==> src/rtl/phy_pkg.sv <==
`default_nettype none
// ============================================================================
// Module   : phy_pkg
// Brief    : Shared lane constants and types for the serial lane TX/RX pair.
// Revision : 1.0 - initial release
// ============================================================================
package phy_pkg;

  // Width of one lane symbol
  localparam int unsigned SYM_W = 8;

  // Alignment / idle symbol inserted by the transmitter
  localparam logic [SYM_W-1:0] COM = 8'hBC;

  // Receiver alignment states
  typedef enum logic [1:0] {
    HUNT   = 2'd0,
    LOCK   = 2'd1,
    ACTIVE = 2'd2
  } rx_state_e;

endpackage : phy_pkg
`default_nettype wire

==> src/rtl/sp_shift_reg.sv <==
`default_nettype none
// ============================================================================
// Module   : sp_shift_reg
// Brief    : MSB-first serial shift register exposing the 8-bit window formed
//            by the last seven stored bits plus the bit being sampled now.
// Revision : 1.0 - initial release
// ============================================================================
module sp_shift_reg
  import phy_pkg::*;
(
  input  logic             clk,
  input  logic             rst_n,
  input  logic             din,
  output logic [SYM_W-1:0] window
);

  // The oldest bit of the window leaves on the next edge, so only the
  // younger seven bits ever need to be stored.
  logic [SYM_W-2:0] hist_q;
  logic [SYM_W-2:0] hist_d;

  // Window = history with the incoming bit appended; next history drops its MSB
  always_comb begin
    window = {hist_q, din};
    hist_d = window[SYM_W-2:0];
  end

  // History register, cleared asynchronously
  always_ff @(posedge clk or negedge rst_n) begin
    if (!rst_n) begin
      hist_q <= '0;
    end else begin
      hist_q <= hist_d;
    end
  end

endmodule : sp_shift_reg
`default_nettype wire

==> src/rtl/serial_to_parallel.sv <==
`default_nettype none
// ============================================================================
// Module   : serial_to_parallel
// Brief    : Lane receiver. Deserializes MSB-first bits into bytes, hunts for
//            the COM symbol to find byte boundaries, goes active after
//            ALIGN_COUNT consecutive aligned COMs and then presents each byte
//            with a valid flag that is low for idle COM symbols.
// Revision : 1.0 - initial release
// ============================================================================
module serial_to_parallel #(
  parameter int unsigned ALIGN_COUNT = 4   // 1..15
) (
  input  logic       clk32f,
  input  logic       reset,        // asynchronous, active low
  input  logic       in,
  output logic [7:0] out,
  output logic       valid_out,
  output logic       byte_strobe,
  output logic       active
);

  import phy_pkg::*;

  localparam logic [3:0] ALIGN_TARGET = 4'(ALIGN_COUNT);

  logic [SYM_W-1:0] win;

  rx_state_e        state_q,  state_d;
  logic [2:0]       bit_cnt_q, bit_cnt_d;
  logic [3:0]       bc_count_q, bc_count_d;
  logic [SYM_W-1:0] out_q,    out_d;
  logic             valid_q,  valid_d;
  logic             strobe_q, strobe_d;
  logic             active_q, active_d;

  logic             byte_done;
  logic             is_com;
  logic [3:0]       bc_next;

  sp_shift_reg u_shift (
    .clk    (clk32f),
    .rst_n  (reset),
    .din    (in),
    .window (win)
  );

  // Alignment FSM, counters and output data next-state
  always_comb begin
    byte_done  = (bit_cnt_q == 3'd7);
    is_com     = (win == COM);
    bc_next    = bc_count_q + 4'd1;

    state_d    = state_q;
    bit_cnt_d  = bit_cnt_q + 3'd1;
    bc_count_d = bc_count_q;
    out_d      = out_q;
    valid_d    = valid_q;
    strobe_d   = 1'b0;

    unique case (state_q)
      HUNT: begin
        // Bit-granular search: a match defines the byte boundary
        if (is_com) begin
          bit_cnt_d  = 3'd0;
          bc_count_d = 4'd1;
          state_d    = (ALIGN_COUNT == 1) ? ACTIVE : LOCK;
        end
      end
      LOCK: begin
        if (byte_done) begin
          if (is_com) begin
            bc_count_d = bc_next;
            if (bc_next == ALIGN_TARGET) begin
              state_d = ACTIVE;
            end
          end else begin
            // Wrong phase or broken COM run: restart the search
            bc_count_d = 4'd0;
            state_d    = HUNT;
          end
        end
      end
      ACTIVE: begin
        if (byte_done) begin
          out_d    = win;
          valid_d  = !is_com;
          strobe_d = 1'b1;
        end
      end
      default: begin
        state_d    = HUNT;
        bc_count_d = 4'd0;
      end
    endcase

    active_d = (state_d == ACTIVE);
  end

  // State and registered outputs, cleared asynchronously
  always_ff @(posedge clk32f or negedge reset) begin
    if (!reset) begin
      state_q    <= HUNT;
      bit_cnt_q  <= 3'd0;
      bc_count_q <= 4'd0;
      out_q      <= '0;
      valid_q    <= 1'b0;
      strobe_q   <= 1'b0;
      active_q   <= 1'b0;
    end else begin
      state_q    <= state_d;
      bit_cnt_q  <= bit_cnt_d;
      bc_count_q <= bc_count_d;
      out_q      <= out_d;
      valid_q    <= valid_d;
      strobe_q   <= strobe_d;
      active_q   <= active_d;
    end
  end

  assign out         = out_q;
  assign valid_out   = valid_q;
  assign byte_strobe = strobe_q;
  assign active      = active_q;

endmodule : serial_to_parallel
`default_nettype wire

==> config.mk <==
export PLATFORM = sky130hd
export DESIGN_NAME = serial_to_parallel
export DESIGN_NICKNAME = d
export VERILOG_FILES = /design/src/rtl/phy_pkg.sv /design/src/rtl/sp_shift_reg.sv /design/src/rtl/serial_to_parallel.sv
export SDC_FILE = /design/constraint.sdc
export NUM_CORES = 1
export LEC_CHECK = 0
export ABC_CLOCK_PERIOD_IN_PS = 3000
export BUFFER_PORTS_ARGS = -buffer_cell sky130_fd_sc_hd__buf_2
export CAP_MARGIN = 25
export CORE_MARGIN = 1.5
export CORE_UTILIZATION = 59
export DETAILED_ROUTE_END_ITERATION = 8
export GPL_TIMING_DRIVEN = 0
export PLACE_DENSITY_LB_ADDON = 0.15
export SLEW_MARGIN = 20
export SYNTH_ARGS = -nofsm -noshare
export SYNTH_HDL_FRONTEND = slang
export SYNTH_SLANG_ARGS = --single-unit
==> constraint.sdc <==
create_clock -name clk32f -period 3 [get_ports clk32f]
set_input_delay 0.15 -clock clk32f [delete_from_list [all_inputs] [get_ports clk32f]]
set_output_delay 0.15 -clock clk32f [all_outputs]
set_load 0.02 [all_outputs]
==> results of run 1 <==
-- logic make-up (layout without fill, tap and decap cells) --
group	count (synthesis)	in the layout
compound gates	17	17
xor+xnor	1	1
fa+ha+maj	4	4
buf+inv	7	26
flops	27	27
mux	8	8
simple gates	24	24
-- layer usage --
layer	part of all wire	wire [um]
met1	0.45	832
met2	0.51	927
met3	0.020	37
met4	0.018	33
met5	0	0
-- synthesized netlist by cell type, drive strengths merged --
cell type,instances
a22o,1
a31o,1
a31oi,5
a32o,1
a41o,2
a41oi,1
and2,3
and4b,1
and4bb,1
buf,2
dfrtp,27
ha,4
inv,5
mux2,8
nand2,5
nand2b,1
nand3,3
nor2,6
nor2b,2
nor3,1
o21ai,3
o21bai,2
o2bb2ai,1
or4,1
xor2,1
-- registers in the layout, summed over array words and instances, names as in the netlist --
signal	cells
bit_cnt_q	3
u_shift.hist_q	7
out	8
active	1
byte_strobe	1
state_q	2
bc_count_q	4
valid_out	1
-- power by group through the flow --
stage / clock (uW) / combinational [uW] / sequential, uW
floorplan: 0 / 37.7 / 413
global placement: 0 / 52.6 / 417
detailed placement: 0 / 54.1 / 419
CTS: 156 / 56.5 / 412
global route: 168 / 66.7 / 417
finish: 152 / 55.2 / 411
-- path summary, 6_finish.rpt --
path | to | from | slack [ns] | depth (start not counted)
max | out[5]$_DFFE_PN0P_ | bit_cnt_q[0]$_DFF_PN0_ | 1.26 | 6
min | bc_count_q[1]$_DFFE_PN0P_ | reset | 0.34 | 2
max reg2reg | out[5]$_DFFE_PN0P_ | bit_cnt_q[0]$_DFF_PN0_ | 1.26 | 6
min reg2reg | u_shift.hist_q[3]$_DFF_PN0_ | u_shift.hist_q[2]$_DFF_PN0_ | 0.42 | 0
max in group asynchronous | u_shift.hist_q[5]$_DFF_PN0_ | reset | 2.28 | 2
min in group clk32f | u_shift.hist_q[3]$_DFF_PN0_ | u_shift.hist_q[2]$_DFF_PN0_ | 0.42 | 0
-- per-stage QoR --
| step | hold slack [ns] | power (uW) | utilization |
|---|---|---|---|
| final | 0.343 | 618 | 0.719 |
| after global placement | 0.176 | 470 | 0.692 |
| after floorplan | -0.146 | 450 | - |
| after detailed placement | 0.180 | 473 | 0.692 |
| after global routing | 0.406 | 651 | 0.719 |
| after CTS | 0.359 | 625 | 0.719 |
-- layout make-up --
cell class              count  area [sq um]
well taps                  25          31.3
plain buffers               2          10.0
flip-flops and latches     27           676
repair buffers             15          85.1
clock inverters             1          5.00
inverters                   5          18.8
multi-input cells          54           407
clock buffers               3          22.5
fillers                   136           490
==> results.txt, run 1 <==
status - finished, final reports clean
CP max stage delay - 0.41 ns
PortBufs - 13
switching share of total power - 0.244
Placed Instance Area - 1210 sq um
Total Nets Final - 115
yosys warns - 0
xor and xnor area share after synthesis - 0.00788
largest area contributor in the netlist - dfrtp_1
Iter 0 DRT Violations - 10
kind of critical path - reg -> reg
Final Skew - 0.00207 ns
gr usage total - 0.216
post-synthesis mux area share - 0.0811
Final Wtd Congestion - 0.883
CP top delay family - buffers and inverters
Cells after DPL - 126
drt first pass iters - 4
Internal - 467 uW
vias per inst - 5.58
global-route met3 utilization - 0.0471
setup_tns - 0 ns
Max Freq - 575 MHz
DRT antenna net count - 0
crit path max fanout - 10
routed wire length - 1830 um
crit path cell chain - ha_1, ha_1, buf_2, nand2_1, buf_2, mux2_2
synth unique cells - 27
Initial Util - 0.637
power share of the clock group - 0.245
Worst-Skew Late Latency - 0.32 ns
half-perimeter wire length after placement - 1310 um
pwr dens - 492 nW/um^2
worst hold path type - in -> async
CTS tree - built
Synth top area share - 0.608
total grt overflow - 0
CTS Sinks - 27
number of setup violations in the final report - 0
Syn Area/Cell - 12.6 sq um
met2 GRT Util - 0.328
drt wl/cell - 13.9 um
hold_buf cts - 2
Slew @ Worst Pin - 0.574 ns
fin crit share - 0.579
clock slew at reported path FFs - 0.14 ns
relative slew slack - 0.617
post-synthesis sequential area ratio - 0.608
vias - 737
post-synthesis compound-gate area fraction - 0.114
commonest non-fill, non-tap cell in the layout - dfrtp_1
largest buffer count on any clock path - 2
initial antenna violation count - 0
final instance area - 1250 sq um
largest net degree at the start of global routing - 28
Leakage - 0.000628 uW
diode count - 0
post-CTS setup repair buffer count - 0
area share of fa/ha/maj cells after synthesis - 0.0450
Die ar. - 2150 sq um
Max Slew Vio Count - 0
Root Buffer - clkbuf_4
Place WS - 1.28 ns
Switch Pwr - 151 uW
met1 Track Usage GR - 0.296
syn_nets - 95
post-CTS sizing - 0
Post-Synth Simple-Gate Area - 0.118
FF+latch count, synth - 27
core area - 1750 sq um
most frequent cells in the layout - 27 x dfrtp_1, 15 x buf_2, 8 x mux2_2
Crit path arrival time - 1.96 ns
sequential share of power - 0.665
num ports - 14
WP data required - 3.22 ns
largest cells by area after synthesis - dfrtp_1 61%, mux2_2 8.1%, ha_1 4.5%, a31oi_1 2.8%, nor2_1 2.0%
DRC Markers - 0
Setup crit end kind - register
Post-Syn Area - 1110 sq um
die height - 46.4 um
Syn Inst Count - 88
Worst Setup Start Kind - register
worst path bufs/invs - 2
Max stage delay cell, worst path - dfrtp_1
peak supply drop - 0.423 mV
share of layout cells above drive strength 1 - 0.290
largest family of logic cells by synthesized area - simple AND/OR/NAND/NOR gates
final std cells w/o fill - 132
RSZ-0062 raised after global routing - no
global routing's busiest layer - met2
worst setup margin - 1.26 ns
die width - 46.4 um
H-Tree Depth - 1
part of the power in combinational logic - 0.089
max-cap viol count - 0
Area Overhead vs Synth - 13.0%
fin crit period - 1.74 ns
first-pass GRT wire length - 3120 um
number of buffers created by CTS - 3
vias in the first global route - 684
row cnt - 15
Hold Violations, Final - 0
(Power assumes the default switching activity.)
==> run 2: changes to the inputs <==
--- a/config.mk
+++ b/config.mk
@@ -5,11 +5,12 @@
 export SDC_FILE = /design/constraint.sdc
 export NUM_CORES = 1
 export LEC_CHECK = 0
-export ABC_CLOCK_PERIOD_IN_PS = 3000
+export ABC_AREA = 1
+export ABC_CLOCK_PERIOD_IN_PS = 1650
 export BUFFER_PORTS_ARGS = -buffer_cell sky130_fd_sc_hd__buf_2
 export CAP_MARGIN = 25
 export CORE_MARGIN = 1.5
-export CORE_UTILIZATION = 59
+export CORE_UTILIZATION = 55
 export DETAILED_ROUTE_END_ITERATION = 8
 export GPL_TIMING_DRIVEN = 0
 export PLACE_DENSITY_LB_ADDON = 0.15
==> constraint.sdc (replaced) <==
create_clock -name clk32f -period 1.65 [get_ports clk32f]
set_input_delay 0.0825 -clock clk32f [delete_from_list [all_inputs] [get_ports clk32f]]
set_output_delay 0.0825 -clock clk32f [all_outputs]
set_load 0.02 [all_outputs]
==> run 2 against run 1 <==
Global-route usage decreased by 4.6 points. Sequential share of layout area decreased by 1.3 points. Cell area increased by 2.5%. Sequential cell count unchanged. Combinational power increased by 4.9%. Clock-buffer cell count unchanged. Non-clock buffer count decreased by 1. Clock skew increased by 0.0090 ns. Critical path depth increased by 2. Largest power group unchanged.
==> results.txt, run 2 <==
status - finished, final reports clean
Synth top area share - 0.596 (-0.0121)
largest buffer count on any clock path - 2 (unchanged)
filler instances - 160 (+18%)
largest net degree at the start of global routing - 28 (unchanged)
half-perimeter wire length after placement - 1230 um (-6.1%)
syn_nets - 131 (+38%)
WP data required - 1.87 ns (-1.35 ns)
most common cell in the netlist - nand2_1
final instance area - 1290 sq um (+2.5%)
Crit path arrival time - 1.72 ns (-0.24 ns)
fin crit share - 0.907 (+0.328)
Post-synth top flop - dfrtp_1
FF+latch count, synth - 27 (unchanged)
Die ar. - 2340 sq um (+8.8%)
Placed Instance Area - 1230 sq um (+2.1%)
RSZ-0062 raised after global routing - no
Setup crit end kind - register
part of the power in combinational logic - 0.056 (-0.033)
power share of the clock group - 0.278 (+0.033)
relative slew slack - 0.610 (-0.00724)
Cells after DPL - 164 (+30%)
final std cells w/o fill - 170 (+29%)
fraction of registers with async set or reset after synthesis - 1.00 (unchanged)
PortBufs - 13 (unchanged)
post-CTS setup repair buffer count - 0 (unchanged)
drt first pass iters - 4 (unchanged)
share of layout cells above drive strength 1 - 0.203 (-0.0869)
CTS Sinks - 27 (unchanged)
met1 Track Usage GR - 0.234 (-0.0616)
synth cell count leaders - 48 x nand2_1, 27 x dfrtp_1, 9 x nand3_1
largest area contributor in the netlist - dfrtp_1
Post-synth EDFFs - 0 (unchanged)
clock slew at reported path FFs - 0.15 ns (about the same)
Worst Setup Start Kind - register
met2 GRT Util - 0.271 (-0.0569)
Post-Syn Area - 1130 sq um (+2.0%)
die height - 48.4 um (+4.3%)
Internal - 791 uW (+69%)
core area - 1940 sq um (+11%)
routed wire length - 1740 um (-5.3%)
vias per inst - 4.66 (-17%)
Final Wtd Congestion - 0.783 (-11%)
Switch Pwr - 246 uW (+63%)
H-Tree Depth - 1 (unchanged)
initial antenna violation count - 0 (unchanged)
global-route met3 utilization - 0.0185 (-0.0285)
Root Buffer - clkbuf_4
vias in the first global route - 748 (+9.4%)
yosys warns - 0 (unchanged)
Syn Area/Cell - 9.14 sq um (-28%)
Worst-Skew Late Latency - 0.33 ns (about the same)
switching share of total power - 0.237 (-0.00727)
crit path max fanout - 10 (unchanged)
gr usage total - 0.170 (-0.0463)
Syn Inst Count - 124 (+41%)
Slew @ Worst Pin - 0.585 ns (+0.0109 ns)
fin crit period - 1.50 ns (-0.242 ns)
synth unique cells - 17 (-37%)
Max Slew Vio Count - 0 (unchanged)
worst hold path type - in -> async
Iter 0 DRT Violations - 10 (unchanged)
num ports - 14 (unchanged)
largest cells by area after synthesis - dfrtp_1 60%, nand2_1 16%, ha_1 4.4%, nand3_1 4.0%, inv_1 2.6%
most frequent cells in the layout - 48 x nand2_1, 27 x dfrtp_1, 13 x buf_2
die width - 48.4 um (+4.3%)
commonest non-fill, non-tap cell in the layout - nand2_1
max reg flops - 8 (unchanged)
Hold Violations, Final - 0 (unchanged)
drt wl/cell - 10.2 um (-26%)
vias - 792 (+7.5%)
DRT antenna net count - 0 (unchanged)
Total Nets Final - 151 (+31%)
max-cap viol count - 0 (unchanged)
setup_tns - 0 ns (unchanged)
total grt overflow - 0 (unchanged)
Final Skew - 0.0110 ns (+0.00895 ns)
first-pass GRT wire length - 3070 um (-1.5%)
kind of critical path - reg -> reg
number of buffers created by CTS - 3 (unchanged)
Max Freq - 668 MHz (+16%)
number of setup violations in the final report - 0 (unchanged)
sequential share of power - 0.666 (about the same)
post-synthesis sequential area ratio - 0.596 (-0.0121)
DRC Markers - 0 (unchanged)
peak supply drop - 0.594 mV (+40%)
Pwr Total - 1040 uW (+68%)
global routing's busiest layer - met2
Area Overhead vs Synth - 13.5%
Leakage - 0.000680 uW (+8.3%)
pwr dens - 806 nW/um^2 (+64%)
CTS tree - built
row cnt - 16 (+1)
diode count - 0 (unchanged)
Initial Util - 0.584 (-0.0528)
## run 2: changes by cell type after synthesis, moves of 3 or more
cell / delta
nand2_1: +43
mux2_2: -8
nand3_1: +6
a31oi_1: -5
inv_2: +5
o21ai_1: +4
inv_1: +3
o21ai_0: -3
## run 2: power by group through the flow
stage	clock (uW)	sequential, uW	combinational, uW
after CTS	306	691	59.8
after global routing	323	694	65.3
after detailed placement	0	704	56.0
after global placement	0	703	54.9
after floorplan	0	716	14.2
final	288	691	57.9
## run 2: path summary, 6_finish.rpt
| check | slack, ns | endpoint | start | depth (start not counted) |
|---|---|---|---|---|
| max in group asynchronous | 1.00 | bit_cnt_q[0]$_DFF_PN0_ | reset | 2 |
| min in group clk32f | 0.40 | u_shift.hist_q[0]$_DFF_PN0_ | in | 2 |
| worst min register to register | 0.41 | u_shift.hist_q[6]$_DFF_PN0_ | u_shift.hist_q[5]$_DFF_PN0_ | 0 |
| worst min-delay path | 0.26 | out[5]$_DFFE_PN0P_ | reset | 2 |
| worst max register to register | 0.15 | out[6]$_DFFE_PN0P_ | bit_cnt_q[0]$_DFF_PN0_ | 8 |
| worst max-delay path | 0.15 | out[6]$_DFFE_PN0P_ | bit_cnt_q[0]$_DFF_PN0_ | 8 |
## run 2: critical path: stages (launching register included)
cell	delay, ns
dfrtp_1	0.37
ha_1	0.15
ha_1	0.20
clkinv_1	0.13
nor2_4	0.24
inv_2	0.06
buf_6	0.14
nand2_1	0.05
o21ai_1	0.06
## run 2: cells by family after synthesis
kind of cell / share of synthesized area
AOI/OAI and AO/OA: 0.0243
DFF: 0.596
adders and majority gates: 0.0442
xor gates and xnor gates: 0.00773
and+or+nand+nor: 0.268
buffers and inverters: 0.0596
## run 2: stage by stage
| step | hold WS (ns) | worst slack, ns | util |
|---|---|---|---|
| final | 0.260 | 0.154 | 0.662 |
| after global routing | 0.303 | 0.0345 | 0.662 |
| after CTS | 0.265 | 0.126 | 0.660 |
| after detailed placement | 0.118 | 0.158 | 0.635 |
| after global placement | 0.110 | 0.164 | 0.635 |
| after floorplan | -0.213 | 0.292 | - |
## run 2: per-layer routing
metal  up-vias  part of all wire
met3         4             0.032
met1       354              0.48
met4         0             0.014
met2        16              0.47
li1        418                 -
met5         -                 0
## run 2: final cells by class
class | instances | area [sq um] | share of cell area
Buffer | 1 | 11.3 | 0.00875
Tap cell | 27 | 33.8 | 0.0263
Sequential cell | 27 | 676 | 0.525
Inverter | 15 | 56.3 | 0.0438
Multi-Input combinational cell | 81 | 394 | 0.306
Clock inverter | 1 | 7.51 | 0.00584
Clock buffer | 3 | 22.5 | 0.0175
Timing Repair Buffer | 15 | 85.1 | 0.0661
## run 2: what timing repair did
item | CTS | global route
setup endpoints to repair | 0 | 3
endpoints found under the hold margin | 29 | 0
hold buffers | 2 | 0
gates resized for setup | 0 | 1
